**config.mk**
```make
export PLATFORM = sky130hd
export DESIGN_NAME = seq_mult16
export DESIGN_NICKNAME = d
export VERILOG_FILES = /design/src/rtl/apu_pkg.sv /design/src/rtl/seq_mult16_and.sv /design/src/rtl/seq_mult16.sv
export SDC_FILE = /design/constraint.sdc
export NUM_CORES = 1
export LEC_CHECK = 0
export ABC_AREA = 1
export CAP_MARGIN = 25
export CORE_UTILIZATION = 56
export CTS_CLUSTER_DIAMETER = 100
export DETAILED_ROUTE_END_ITERATION = 8
export PLACE_DENSITY = 0.86
export SETUP_SLACK_MARGIN = 0.5
export SLEW_MARGIN = 20
export SYNTH_ARGS = -nofsm -noshare
export SYNTH_HDL_FRONTEND = slang
export SYNTH_HIERARCHICAL = 1
export SYNTH_SLANG_ARGS = --single-unit
```
**constraint.sdc**
```tcl
create_clock -name clk -period 5.6 [get_ports clk]
set_input_delay 1.68 -clock clk [delete_from_list [all_inputs] [get_ports clk]]
set_output_delay 1.68 -clock clk [all_outputs]
set_load 0.005 [all_outputs]
```
**src/rtl/apu_pkg.sv**
```systemverilog
// Shared APU datapath constants and the sequencer state encoding.
package apu_pkg;

  localparam int unsigned APU_WIDTH  = 16;
  localparam int unsigned MULT_ITERS = 16;

  typedef enum logic [1:0] {
    IDLE = 2'd0,
    RUN  = 2'd1,
    DONE = 2'd2
  } mult_state_e;

endpackage

```
**src/rtl/seq_mult16_and.sv**
```systemverilog
// MultiAnd16: 16-bit bus-AND gate forming one shift-add partial product.
module MultiAnd16 (
  input  logic [15:0] a,
  input  logic        b,
  output logic [15:0] y
);

  assign y = a & {16{b}};

endmodule

```
**src/rtl/seq_mult16.sv**
```systemverilog
// Sequential 16x16 unsigned shift-add multiplier with start/busy/done handshake.
// Optional macro SEQ_MULT_ZERO_SKIP_EN: zero operands complete without iterating.
module seq_mult16
  import apu_pkg::*;
#(
  parameter int unsigned WIDTH = 16,
  parameter int unsigned CNT_W = 5
) (
  input  logic               clk,
  input  logic               reset,
  input  logic               start,
  input  logic [WIDTH-1:0]   a,
  input  logic [WIDTH-1:0]   b,
  output logic               busy,
  output logic               done,
  output logic [2*WIDTH-1:0] product
);

  generate
    if (WIDTH != APU_WIDTH) begin : g_bad_width
      $error("seq_mult16: only WIDTH == 16 is supported");
    end
    if ((64'd1 << CNT_W) <= 64'(WIDTH)) begin : g_bad_cnt_w
      $error("seq_mult16: CNT_W too narrow to count WIDTH iterations");
    end
  endgenerate

  localparam logic [CNT_W-1:0] LAST_ITER = CNT_W'(MULT_ITERS - 1);

  mult_state_e        state_q, state_d;
  logic [WIDTH-1:0]   m_q, m_d;
  logic [2*WIDTH-1:0] p_q, p_d;
  logic [CNT_W-1:0]   cnt_q, cnt_d;
  logic               busy_q, busy_d;
  logic               done_q, done_d;

  logic [WIDTH-1:0]   pp;
  logic [WIDTH:0]     sum;

  MultiAnd16 u_pp (
    .a (m_q),
    .b (p_q[0]),
    .y (pp)
  );

  assign sum = {1'b0, p_q[2*WIDTH-1:WIDTH]} + {1'b0, pp};

  always_comb begin
    state_d = state_q;
    m_d     = m_q;
    p_d     = p_q;
    cnt_d   = cnt_q;
    case (state_q)
      RUN: begin
        p_d   = {sum, p_q[WIDTH-1:1]};
        cnt_d = cnt_q + CNT_W'(1);
        if (cnt_q == LAST_ITER) state_d = DONE;
      end
      default: begin
        if (start) begin
          m_d     = a;
          p_d     = {{WIDTH{1'b0}}, b};
          cnt_d   = '0;
          state_d = RUN;
`ifdef SEQ_MULT_ZERO_SKIP_EN
          if (a == '0 || b == '0) begin
            p_d     = '0;
            state_d = DONE;
          end
`endif
        end else if (state_q == DONE) begin
          state_d = IDLE;
        end
      end
    endcase
    // Outputs are registered from the next state so they align with it.
    busy_d = (state_d == RUN);
    done_d = (state_d == DONE);
  end

  always_ff @(posedge clk) begin
    if (reset) begin
      state_q <= IDLE;
      m_q     <= '0;
      p_q     <= '0;
      cnt_q   <= '0;
      busy_q  <= 1'b0;
      done_q  <= 1'b0;
    end else begin
      state_q <= state_d;
      m_q     <= m_d;
      p_q     <= p_d;
      cnt_q   <= cnt_d;
      busy_q  <= busy_d;
      done_q  <= done_d;
    end
  end

  assign busy    = busy_q;
  assign done    = done_q;
  assign product = p_q;

endmodule

```
==> insert_results.sql, run 1 <==
INSERT INTO impl_metrics (metric_group, metric, value, unit) VALUES
('min_path', 'holdPathEnd', 'product[29]$_SDFFE_PP0P_', ''),
('finish', 'final-instance-count-excl-fill', '657', ''),
('detailed_routing', 'route.final.wire_length', '8.403', 'mm'),
('grt', 'groute.layer.met2.usage', '48.21', '%'),
('finish', 'area_delta_synth_final', '25.45', '%'),
('clock_tree', 'htree_num_levels', '3', ''),
('run', 'max_cap_violations', '0', ''),
('worst_setup_path', 'crit_fanout', '18', ''),
('worst_setup_path', 'start_kind', 'flop', ''),
('worst_setup_path', 'criticalPathCategory', 'flop to primary output', ''),
('finish', 'final.fill_count', '485', ''),
('detailed_routing', 'drt-vias-per-instance', '5.230', ''),
('detailed_routing', 'final_routed_wire_length_divided_by_cell_count', '12.79', 'µm'),
('clock_tree', 'worst_case_clock_buffer_depth', '2', ''),
('pwr', 'static-leakage-power', '0.002153', 'µW'),
('min_path', 'holdCritPathClass', 'flop to flop', ''),
('floorplan', 'rows', '28', ''),
('timing', 'tightestPinTransition', '983.5', 'ps'),
('clock_tree', 'cts_buffer_count', '9', ''),
('pwr', 'design_power_total', '991.5', 'µW'),
('detailed_routing', 'route.detailed.drc', '0', ''),
('place', 'placer_congestion', '0.9061', ''),
('clock_tree', 'cts_tree', 'yes', ''),
('floorplan', 'die_y', '80.17', 'µm'),
('clock_tree', 'clock_transition_at_the_register_clock_pins_on_the_worst_setup_and_hold_paths_after_cts', '70', 'ps'),
('status', 'outcome', 'complete, no violations', ''),
('min_path', 'worstHoldPathCells', '2', ''),
('place', 'placed_cells_incl_taps', '641', ''),
('finish', 'final_layout_size_suffix_gt1_share', '7.560', '%'),
('place', 'place_hpwl', '5.772', 'mm'),
('timing', 'clock.fmax', '288.6', 'MHz'),
('floorplan', 'die_area', '6427', 'µm²'),
('worst_setup_path', 'data_arrival_critical_path', '1790', 'ps'),
('floorplan', 'core_region_area', '5921', 'µm²'),
('detailed_routing', 'dr_total_vias', '3436', ''),
('logic_synthesis', 'yosys_warnings', '6', ''),
('timing', 'finalHoldWorstSlack', '488.6', 'ps'),
('clock_tree', 'cts_setup_buffers', '0', ''),
('clock_tree', 'holdBufCountCts', '0', ''),
('timing', 'grt_setup_unrepaired', 'false', ''),
('worst_setup_path', 'r2r_slack', '3030', 'ps'),
('worst_setup_path', 'regToRegEndpoint', 'product[31]$_SDFFE_PP0P_', ''),
('floorplan', 'top_level_ports', '69', ''),
('logic_synthesis', 'post_synth_instance_area', '3422', 'µm²'),
('worst_setup_path', 'rr_startpoint', 'product[0]$_SDFFE_PP0P_', ''),
('worst_setup_path', 'crit_slowest_cell', 'sky130_fd_sc_hd__dfxtp_1', ''),
('clock_tree', 'clock_sinks', '57', ''),
('timing', 'hold_violations', '0', ''),
('place', 'numPortBuffers', '68', ''),
('logic_synthesis', 'synth_cell_type_count', '37', ''),
('floorplan', 'starting_density_of_the_core', '57.80', '%'),
('grt', 'number_of_antenna_violations_at_the_first_check_in_global_routing', '0', ''),
('finish', 'multi_input_comb_area', '1785', 'µm²'),
('worst_setup_path', 'path_buf_inv', '1', ''),
('clock_tree', 'cts.repair.resized', '0', ''),
('finish', 'num-nets-final', '631', ''),
('min_path', 'worstHoldStart', 'product[29]$_SDFFE_PP0P_', ''),
('worst_setup_path', 'timing.critical_path.max_delay_family', 'flip-flops', ''),
('place', 'dp_worst_setup_slack', '1998', 'ps'),
('detailed_routing', 'detail_route.first_pass.iterations', '4', ''),
('worst_setup_path', 'reg2reg_depth', '14', ''),
('grt', 'gr-usage-all-layers', '28.46', '%'),
('logic_synthesis', 'post_synthesis_register_bit_count', '57', ''),
('pwr', 'cellPowerDensity', '231.0', 'nW/µm²'),
('timing', 'timing.setup.tns', '0', 'ps'),
('clock_tree', 'clock_insertion_delay_worst_skew', '350', 'ps'),
('clock_tree', 'cts_root_buffer', 'sky130_fd_sc_hd__clkbuf_8', ''),
('pwr', 'worst_ir_drop_vdd', '0.0001791', 'V'),
('timing', 'postLayoutSetupSlackWorst', '2135', 'ps'),
('timing', 'clock_skew', '16.84', 'ps'),
('grt', 'grtUsageMet1', '34.34', '%');
-- stage by stage --
| stage | util, % | area (µm²) |
|---|---|---|
| after global placement | 68.68 | 4066 |
| final | 72.51 | 4293 |
| after floorplan | - | 3422 |
| after detailed placement | 68.68 | 4066 |
| after CTS | 72.51 | 4293 |
| after global routing | 72.51 | 4293 |
-- cells by family (layout without fill, tap and decap cells) --
family / count (synthesis) / count (layout) / share of synthesized area (%)
AO/OA/AOI/OAI: 70 / 70 / 12.54
adder cells (fa/ha/maj): 19 / 19 / 7.167
buffers and inverters: 110 / 179 / 14.48
flip-flops: 57 / 57 / 33.35
AND/OR/NAND/NOR: 257 / 257 / 32.47
-- synth_stat cells --
cell type	instances	area share (%)
sky130_fd_sc_hd__or2_2	1	0.18
sky130_fd_sc_hd__inv_6	1	0.26
sky130_fd_sc_hd__inv_1	89	9.8
sky130_fd_sc_hd__nand3_2	1	0.29
sky130_fd_sc_hd__dfxtp_1	57	33
sky130_fd_sc_hd__buf_2	1	0.15
sky130_fd_sc_hd__a221oi_1	1	0.26
sky130_fd_sc_hd__o22ai_1	1	0.18
sky130_fd_sc_hd__or2_4	1	0.26
sky130_fd_sc_hd__nor2_1	49	5.4
sky130_fd_sc_hd__a21oi_1	28	4.1
sky130_fd_sc_hd__buf_4	4	0.88
sky130_fd_sc_hd__nor2_2	1	0.18
sky130_fd_sc_hd__fa_1	1	0.59
sky130_fd_sc_hd__nand4_1	2	0.37
sky130_fd_sc_hd__nor3_2	1	0.29
sky130_fd_sc_hd__nor2_8	3	1.8
sky130_fd_sc_hd__nand2_1	158	17
sky130_fd_sc_hd__a211oi_1	1	0.22
sky130_fd_sc_hd__nor3_1	4	0.59
sky130_fd_sc_hd__a21oi_2	2	0.51
sky130_fd_sc_hd__a31oi_1	1	0.18
sky130_fd_sc_hd__nand3_1	22	3.2
sky130_fd_sc_hd__buf_6	6	2.0
sky130_fd_sc_hd__clkbuf_1	4	0.44
sky130_fd_sc_hd__or2_0	2	0.37
sky130_fd_sc_hd__a41o_1	1	0.29
sky130_fd_sc_hd__buf_12	1	0.59
sky130_fd_sc_hd__nand3b_1	2	0.44
sky130_fd_sc_hd__inv_2	4	0.44
sky130_fd_sc_hd__o221ai_1	4	1.0
sky130_fd_sc_hd__o211ai_2	4	1.5
sky130_fd_sc_hd__o211ai_1	5	1.1
sky130_fd_sc_hd__nand2_2	9	1.6
sky130_fd_sc_hd__o21ai_0	22	3.2
sky130_fd_sc_hd__ha_1	18	6.6
sky130_fd_sc_hd__and2_1	1	0.18
-- routing by layer --
metal	wire (µm)	vias to the layer above	part of all wire, %
met5	0	-	0
met4	242	0	2.9
met3	530	23	6.3
met2	4035	119	48
met1	3594	1573	43
li1	-	1721	-
-- power by group --
group | leakage [µW] | total, µW | switching [µW] | internal (µW)
registers | 0.000466 | 439 | 14.1 | 425
clock network | 0.000116 | 431 | 164 | 267
logic | 0.00157 | 122 | 63.7 | 58.1
-- flip-flops by register name, summed over array words and instances, names as in the netlist --
| signal | cells |
|---|---|
| busy | 1 |
| cnt_q | 5 |
| done | 1 |
| m_q | 16 |
| product | 32 |
| state_q | 2 |
-- how the worst max path moves through the flow --
stage                                       start               endpoint  slack (ps)  cells after the start
after floorplan                             start   m_q[10]$_SDFFE_PP0P_        3290                      6
after CTS                 product[0]$_SDFFE_PP0P_             product[0]        2130                      1
after global routing      product[0]$_SDFFE_PP0P_             product[0]        2100                      1
after detailed placement                    reset  state_q[0]$_SDFF_PP0_        2000                      5
after global placement                      reset  state_q[0]$_SDFF_PP0_        2120                      5
final                     product[0]$_SDFFE_PP0P_             product[0]        2130                      1
-- worst reg2reg max path: cells and delay by family (launching register included) --
| family | cells | cell delay (ps) |
|---|---|---|
| AOI/OAI and AO/OA | 1 | 120 |
| adders and majority gates | 2 | 510 |
| buffers and inverters | 3 | 280 |
| DFF | 1 | 810 |
| and+or+nand+nor | 8 | 790 |
-- cell type report --
cell class                 count  area share (%)
clock buffer                  15           4.576
clock inverter                 1          0.6995
inverter                      94           8.336
multi-input combinational    346           41.59
sequential                    57           26.58
tap                           75           2.186
timing repair buffer          69           16.03
-- cell usage in the layout (no fill, tap or decap), types with 4 or more instances in the layout --
| cell type | netlist | layout |
|---|---|---|
| sky130_fd_sc_hd__nand2_1 | 158 | 158 |
| sky130_fd_sc_hd__clkdlybuf4s50_1 | 0 | 68 |
| sky130_fd_sc_hd__ha_1 | 18 | 18 |
| sky130_fd_sc_hd__inv_2 | 4 | 4 |
| sky130_fd_sc_hd__o21ai_0 | 22 | 22 |
| sky130_fd_sc_hd__nand3_1 | 22 | 22 |
| sky130_fd_sc_hd__clkbuf_8 | 0 | 14 |
| sky130_fd_sc_hd__inv_1 | 89 | 89 |
| sky130_fd_sc_hd__o211ai_2 | 4 | 4 |
| sky130_fd_sc_hd__o221ai_1 | 4 | 4 |
| sky130_fd_sc_hd__o211ai_1 | 5 | 5 |
| sky130_fd_sc_hd__nand2_2 | 9 | 9 |
| sky130_fd_sc_hd__nor3_1 | 4 | 4 |
| sky130_fd_sc_hd__a21oi_1 | 28 | 28 |
| sky130_fd_sc_hd__dfxtp_1 | 57 | 57 |
| sky130_fd_sc_hd__nor2_1 | 49 | 49 |
Note: power is estimated with default switching activity, not from simulation.
==> inputs of run 2 (changes only) <==
--- a/config.mk
+++ b/config.mk
@@ -7,10 +7,10 @@
 export LEC_CHECK = 0
 export ABC_AREA = 1
 export CAP_MARGIN = 25
-export CORE_UTILIZATION = 56
+export CORE_UTILIZATION = 52
 export CTS_CLUSTER_DIAMETER = 100
 export DETAILED_ROUTE_END_ITERATION = 8
-export PLACE_DENSITY = 0.86
+export PLACE_DENSITY = 0.81
 export SETUP_SLACK_MARGIN = 0.5
 export SLEW_MARGIN = 20
 export SYNTH_ARGS = -nofsm -noshare
==> constraint.sdc (replaced) <==
create_clock -name clk -period 3.33 [get_ports clk]
set_input_delay 0.999 -clock clk [delete_from_list [all_inputs] [get_ports clk]]
set_output_delay 0.999 -clock clk [all_outputs]
set_load 0.005 [all_outputs]
==> insert_results.sql, run 2 (synthesis gave the netlist of run 1 again) <==
INSERT INTO impl_metrics (metric_group, metric, value, unit) VALUES
('finish', 'final.fill_count', '532', ''),
('timing', 'clock_skew', '7.853', 'ps'),
('worst_setup_path', 'start_kind', 'flop', ''),
('min_path', 'holdCritPathClass', 'flop to flop', ''),
('timing', 'grt_setup_unrepaired', 'false', ''),
('timing', 'final_max_slew_viol_count', '0', ''),
('finish', 'most_common_library_cell_in_the_layout_ignoring_fill_and_taps', 'sky130_fd_sc_hd__nand2_1', ''),
('timing', 'report.final.setup_viol', '0', ''),
('detailed_routing', 'met1_length', '3.717', 'mm'),
('detailed_routing', 'dr_total_vias', '3345', ''),
('pwr', 'clock_power_share', '40.8', '%'),
('min_path', 'holdPathEnd', 'product[28]$_SDFFE_PP0P_', ''),
('worst_setup_path', 'criticalPathCategory', 'flop to primary output', ''),
('pwr', 'cellPowerDensity', '372.2', 'nW/µm²'),
('grt', 'grt_pass1_wl', '14.10', 'mm'),
('min_path', 'worstHoldPathCells', '2', ''),
('pwr', 'static-leakage-power', '0.002142', 'µW'),
('clock_tree', 'cts_tree', 'yes', ''),
('detailed_routing', 'detail_route.first_pass.iterations', '4', ''),
('clock_tree', 'clock_insertion_delay_worst_skew', '330', 'ps'),
('finish', 'num-nets-final', '633', ''),
('clock_tree', 'cts_root_buffer', 'sky130_fd_sc_hd__clkbuf_8', ''),
('detailed_routing', 'wl_met2', '3.969', 'mm'),
('pwr', 'worst_ir_drop_vdd', '0.0002363', 'V'),
('clock_tree', 'cts_setup_buffers', '0', ''),
('worst_setup_path', 'timing.critical_path.max_delay_family', 'buffers and inverters', ''),
('clock_tree', 'holdBufCountCts', '0', ''),
('clock_tree', 'cts.repair.resized', '0', ''),
('detailed_routing', 'final_routed_wire_length_divided_by_cell_count', '12.62', 'µm'),
('finish', 'area_delta_synth_final', '25.08', '%'),
('worst_setup_path', 'path_buf_inv', '1', ''),
('floorplan', 'die_width', '83.12', 'µm'),
('pwr', 'switching_power_of_the_nets', '416.8', 'µW'),
('finish', 'final-instance-count-excl-fill', '661', ''),
('pwr', 'power.internal', '1176', 'µW'),
('timing', 'slew_headroom', '63.23', '%'),
('finish', 'final_layout_size_suffix_gt1_share', '7.877', '%'),
('timing', 'final_period_minus_worst_setup_slack', '2507', 'ps'),
('place', 'placer_congestion', '0.8644', ''),
('worst_setup_path', 'critPathCaptureType', 'primary output', ''),
('worst_setup_path', 'data_arrival_critical_path', '1510', 'ps'),
('floorplan', 'top_level_ports', '69', ''),
('clock_tree', 'htree_num_levels', '3', ''),
('detailed_routing', 'route.detailed.drc', '0', ''),
('worst_setup_path', 'crit_fanout', '10', ''),
('worst_setup_path', 'reg2reg_depth', '14', ''),
('finish', 'finalInstanceArea', '4280', 'µm²'),
('timing', 'timing.final.crit_share', '75.27', '%'),
('place', 'place_hpwl', '6.029', 'mm'),
('place', 'numPortBuffers', '68', ''),
('place', 'placed_cells_incl_taps', '645', ''),
('finish', 'mostFrequentLayoutCells', 'sky130_fd_sc_hd__nand2_1, sky130_fd_sc_hd__inv_1, sky130_fd_sc_hd__clkdlybuf4s50_1', ''),
('timing', 'timing.setup.tns', '0', 'ps'),
('clock_tree', 'worst_case_clock_buffer_depth', '2', ''),
('pwr', 'power.share.switching', '26.16', '%'),
('finish', 'diodes', '0', ''),
('pwr', 'power_frac_seq', '46.2', '%'),
('finish', 'largest_register_ffs', '32', ''),
('min_path', 'worstHoldStart', 'product[28]$_SDFFE_PP0P_', ''),
('pwr', 'combinationalPowerShare', '13.0', '%'),
('worst_setup_path', 'regToRegEndpoint', 'product[31]$_SDFFE_PP0P_', ''),
('worst_setup_path', 'crit_slowest_cell', 'sky130_fd_sc_hd__clkdlybuf4s50_1', ''),
('grt', 'global_route.overflow_total', '0', ''),
('worst_setup_path', 'r2r_slack', '1010', 'ps'),
('floorplan', 'die_area', '6909', 'µm²'),
('floorplan', 'rows', '29', ''),
('worst_setup_path', 'rr_startpoint', 'product[0]$_SDFFE_PP0P_', ''),
('detailed_routing', 'dr_wl_met3', '484', 'µm'),
('timing', 'hold_violations', '0', ''),
('floorplan', 'starting_density_of_the_core', '53.89', '%'),
('grt', 'pin_count_of_the_biggest_net_entering_global_routing', '34', ''),
('detailed_routing', 'drt.antenna.violating_nets', '0', ''),
('place', 'post_dp_cell_area', '4084', 'µm²'),
('detailed_routing', 'drt_first_iter_violations', '160', ''),
('timing', 'tightestPinTransition', '551.5', 'ps'),
('timing', 'clock.fmax', '399.0', 'MHz'),
('floorplan', 'die_y', '83.12', 'µm'),
('floorplan', 'core_region_area', '6350', 'µm²'),
('grt', 'gr-usage-all-layers', '25.20', '%'),
('run', 'max_cap_violations', '0', ''),
('worst_setup_path', 'worstPathCellList', 'clkdlybuf4s50_1', ''),
('grt', 'number_of_antenna_violations_at_the_first_check_in_global_routing', '0', ''),
('clock_tree', 'clock_transition_at_the_register_clock_pins_on_the_worst_setup_and_hold_paths_after_cts', '70', 'ps'),
('detailed_routing', 'route.final.wire_length', '8.340', 'mm'),
('detailed_routing', 'top_signal_layer_used', 'met4', ''),
('detailed_routing', 'drt-vias-per-instance', '5.061', ''),
('worst_setup_path', 'max_stage_delay', '600', 'ps'),
('worst_setup_path', 'worstPathRequired', '2330', 'ps'),
('status', 'outcome', 'complete, no violations', ''),
('clock_tree', 'cts_buffer_count', '9', ''),
('clock_tree', 'clock_sinks', '57', ''),
('grt', 'grt_pass1_vias', '3254', '');
## run 2: per-stage QoR
step	hold slack (ps)	setup slack (ps)	utilization [%]	power (µW)
after floorplan	450.9	1476	-	870.6
after global placement	471.0	717.3	64.32	950.9
after detailed placement	479.2	690.5	64.32	955.9
after CTS	489.4	806.7	67.41	1601
after global routing	511.6	772.3	67.41	1656
final	486.3	823.4	67.41	1593
## run 2: layout make-up
type	instances	area, µm²	area share, %
inverter	94	357.8	8.360
multi-input combinational	346	1785	41.71
timing repair buffer	71	703.2	16.43
clock buffer	11	141.4	3.303
sequential	57	1141	26.66
tap	77	96.34	2.251
clock inverter	5	55.05	1.286
## run 2: per-layer routing
| metal | global-route usage (%) | up-vias |
|---|---|---|
| met3 | 5.368 | 17 |
| met4 | 10.66 | 0 |
| met5 | 0 | - |
| met1 | 29.38 | 1500 |
| met2 | 44.49 | 101 |
| li1 | - | 1727 |
## run 2: how the worst max path moves through the flow
stage,startpoint,endpoint,slack [ps],cells past startpoint
final,product[0]$_SDFFE_PP0P_,product[0],820,1
after global routing,product[0]$_SDFFE_PP0P_,product[0],770,1
after CTS,product[0]$_SDFFE_PP0P_,product[0],810,1
after detailed placement,start,m_q[11]$_SDFFE_PP0P_,690,6
after global placement,start,cnt_q[3]$_SDFFE_PP0P_,720,6
after floorplan,product[0]$_SDFFE_PP0P_,product[31]$_SDFFE_PP0P_,1480,15
## run 2: power groups by stage
stage / clock (µW) / sequential, µW / combinational [µW]
after floorplan: 0 / 746 / 125
after global placement: 0 / 750 / 201
after detailed placement: 0 / 750 / 206
after CTS: 658 / 736 / 208
after global routing: 687 / 740 / 229
final: 649 / 736 / 207
